`src/rtl/ss.sv`:
```
// Store-size merge unit: splices the low byte/halfword/word of register B into the MDR word.
// Define SS_REG_OUT_EN for registered outputs (async active-low reset); the default build is combinational.
module ss (
  input  logic        clk,
  input  logic        reset_n,
  input  logic [1:0]  RegSSControl,
  input  logic [31:0] RegBOut,
  input  logic [31:0] RegMDROut,
  output logic [31:0] SSControlOut,
  output logic [3:0]  SSByteEn,
  output logic        SSIllegal,
  output logic        SSValid
);

  localparam logic [1:0] SIZE_BYTE = 2'b00;
  localparam logic [1:0] SIZE_HALF = 2'b01;
  localparam logic [1:0] SIZE_WORD = 2'b10;

  logic [31:0] data_next;
  logic [3:0]  byte_en_next;
  logic        illegal_next;

  // Anything other than a recognised size (including X/Z) falls to the illegal case.
  always_comb begin
    byte_en_next = 4'b0000;
    illegal_next = 1'b1;
    case (RegSSControl)
      SIZE_BYTE: begin
        byte_en_next = 4'b0001;
        illegal_next = 1'b0;
      end
      SIZE_HALF: begin
        byte_en_next = 4'b0011;
        illegal_next = 1'b0;
      end
      SIZE_WORD: begin
        byte_en_next = 4'b1111;
        illegal_next = 1'b0;
      end
      default: begin
        byte_en_next = 4'b0000;
        illegal_next = 1'b1;
      end
    endcase
  end

  // Each lane is a plain mux between B and MDR, so untouched lanes keep the old memory bits.
  genvar gi;
  generate
    for (gi = 0; gi < 4; gi++) begin : g_lane
      assign data_next[8*gi +: 8] = byte_en_next[gi] ? RegBOut[8*gi +: 8]
                                                     : RegMDROut[8*gi +: 8];
    end
  endgenerate

`ifdef SS_REG_OUT_EN
  logic [31:0] data_reg;
  logic [3:0]  byte_en_reg;
  logic        illegal_reg;
  logic        valid_reg;

  always_ff @(posedge clk or negedge reset_n) begin
    if (!reset_n) begin
      data_reg    <= 32'h0000_0000;
      byte_en_reg <= 4'b0000;
      illegal_reg <= 1'b0;
      valid_reg   <= 1'b0;
    end else begin
      data_reg    <= data_next;
      byte_en_reg <= byte_en_next;
      illegal_reg <= illegal_next;
      valid_reg   <= 1'b1;
    end
  end

  assign SSControlOut = data_reg;
  assign SSByteEn     = byte_en_reg;
  assign SSIllegal    = illegal_reg;
  assign SSValid      = valid_reg;
`else
  // Clock and reset have no role in the combinational build.
  logic unused_clk_rst;
  assign unused_clk_rst = clk ^ reset_n;

  assign SSControlOut = data_next;
  assign SSByteEn     = byte_en_next;
  assign SSIllegal    = illegal_next;
  assign SSValid      = 1'b1;
`endif

endmodule

```
`config.mk`:
```
export PLATFORM = sky130hd
export DESIGN_NAME = ss
export DESIGN_NICKNAME = d
export VERILOG_FILES = /design/src/rtl/ss.sv
export SDC_FILE = /design/constraint.sdc
export NUM_CORES = 1
export LEC_CHECK = 0
export CORE_AREA = 10 10 65 67
export DETAILED_ROUTE_END_ITERATION = 6
export DIE_AREA = 0 0 75 77
export GPL_ROUTABILITY_DRIVEN = 0
export GPL_TIMING_DRIVEN = 0
export PLACE_DENSITY = 0.87
export SLEW_MARGIN = 20
export SYNTH_ARGS = -nofsm -noshare
export SYNTH_HDL_FRONTEND = slang
export SYNTH_SLANG_ARGS = --single-unit
```
`constraint.sdc`:
```
create_clock -name vclk -period 1.32
set_clock_uncertainty 0.1 [all_clocks]
set_input_delay 0.264 -clock vclk [all_inputs]
set_output_delay 0.264 -clock vclk [all_outputs]
set_load 0.1 [all_outputs]
```
==> impl_metrics.tcl <==
set metrics [dict create \
    max_freq_ghz 0.605 \
    crit_chain "buf_12, inv_12, ha_4, buf_6, mux2_4, buf_12" \
    ant_nets 0 \
    ys_types 9 \
    crit_path_end_kind "output pin" \
    drv_slew 0 \
    slowest_stage "mux2_4" \
    row_count 20 \
    wl_per_cell_um 19.9 \
    grt_pass1_wl_um 5350 \
    post-route-period-util 1.25 \
    crit_top_cell "buf_12" \
    synth_top_cell_area_share 0.477 \
    grt_max_degree 10 \
    num_vias 816 \
    vdd_drop_max_uv 443 \
    antenna_found_initial 0 \
    dp_slack_ns -1.86 \
    die_x_um 75 \
    drv_cap 0 \
    fin_ws_ns -0.332 \
    port-buffer-count 103 \
    hold_violations 0 \
    synth_seq_area_share 0 \
    cpPeakStageDelay_ns 0.31 \
    rsz0062_at_grt "yes" \
    status "finished with violations" \
    dp_hpwl_um 3220 \
    layout.nets 233 \
    p_per_area_nw_per_um2 738 \
    violations "setup timing" \
    die_h_um 77 \
    grt_usage 0.118 \
    syn_nets 118 \
    setup_violations 33 \
    yosysWarnings 0 \
    start_kind "input port" \
    hold_path.startpoint "RegSSControl[1]" \
    cp.required_ns 0.96 \
    yosysTopAreaCell "mux2_2" \
    syn_area_um2 519 \
    whs_ns 0.978 \
    hold_buffers 0 \
    n_antenna_cell 0 \
    synth_area_leaders "mux2_2 48%, mux2_4 29%, ha_1 9.6%, buf_12 3.9%, buf_4 2.9%" \
    worstHoldEndpoint "SSIllegal" \
    initial_core_util 0.174 \
    synth_area_per_cell_um2 11.3 \
    nClkBuffers 0 \
    grt_pass1_vias 953 \
    hp-class "in2out" \
    via_per_inst 4.25 \
    die_area_um2 5780 \
    arrival_ns 1.29 \
    period_needed_ns 1.65 \
    seq_cell_count 0 \
    drt-initial-drc-count 9 \
    regArea_um2 0 \
    power_mw 1.64 \
    area_growth_pct 329 \
    whs_path_depth 3 \
    syn_inst 46 \
    power.leakage_nw 0.991 \
    core_um2 2980 \
    io_pins 106 \
    crit_type "in2out" \
    worstPathMaxFanout 4 \
    route.detailed.drc 0 \
    gr-total-overflow 0 \
    first_pass_iters 4 \
    wl_um 3820 \
    drive_gt1_frac 0.591 \
]
## worst max path at each step
stage | from | slack, ns | cells after the start | end
global route | RegSSControl[0] | -0.35 | 6 | SSControlOut[8]
global placement | RegSSControl[0] | -1.83 | 7 | SSControlOut[22]
CTS | RegSSControl[0] | -0.36 | 7 | SSControlOut[25]
floorplan | RegSSControl[1] | -0.25 | 3 | SSControlOut[0]
detailed placement | RegSSControl[0] | -1.86 | 7 | SSControlOut[22]
finish | RegSSControl[0] | -0.33 | 6 | SSControlOut[8]
## cell type report
class	count	area, µm²
Fill cell	195	749
Tap cell	33	41.3
Inverter	3	31.3
Multi-Input combinational cell	37	584
Buffer	3	33.8
Timing Repair Buffer	116	1540
## per-layer routing
layer / track usage / wire length (µm) / vias to the layer above
met1: 0.102 / 1200 / 355
met3: 0.0759 / 651 / 0
met2: 0.227 / 1970 / 73
met4: 0 / 0 / 0
li1: - / - / 388
met5: 0 / 0 / -
## cell usage in the layout, fill, tap and decap left out, drive strengths merged
| cell | n |
|---|---|
| clkdlybuf4s50 | 64 |
| buf | 55 |
| inv | 1 |
| conb | 1 |
| mux2 | 32 |
| clkinvlp | 2 |
| ha | 4 |
## worst max-delay path: cells and delay by family
family	cells	cell delay [ns]
mux	1	0.31
fa+ha+maj	1	0.28
buf+inv	4	0.42
## Yosys cell counts
cell and instances:
inv_1 3, buf_2 2, mux2_4 10, mux2_2 22
conb_1 1, ha_1 4, buf_6 1, buf_4 2
buf_12 1
## repair_timing
item / 4_1_cts / 5_1_grt
hold endpoints to repair: 0 / 0
pin swaps: 1 / 1
resized for setup: 339 / 12
cloned: 1 / 0
setup endpoints to repair: 37 / 35
setup buffers: 5 / 8
## report_power, final
group	switching, mW	internal [mW]	leakage [nW]
Clock	0	0	0
Sequential	0	0	0
Combinational	0.922	0.723	0.991
## cells by family after synthesis
logic type | after synthesis | share of synthesized area
muxes | 32 | 0.766
buffers and inverters | 9 | 0.130
other | 1 | 0.00722
adders and majority gates | 4 | 0.0964
## through the flow
step	instance area, µm²	util	setup TNS [ns]	instances
floorplan	683	-	-5.27	46
global placement	1760	0.589	-62.83	182
detailed placement	1760	0.589	-63.62	182
CTS	2170	0.728	-9.40	186
global route	2230	0.748	-9.60	192
finish	2230	0.748	-8.73	192
Note: power is estimated with default switching activity, not from simulation.
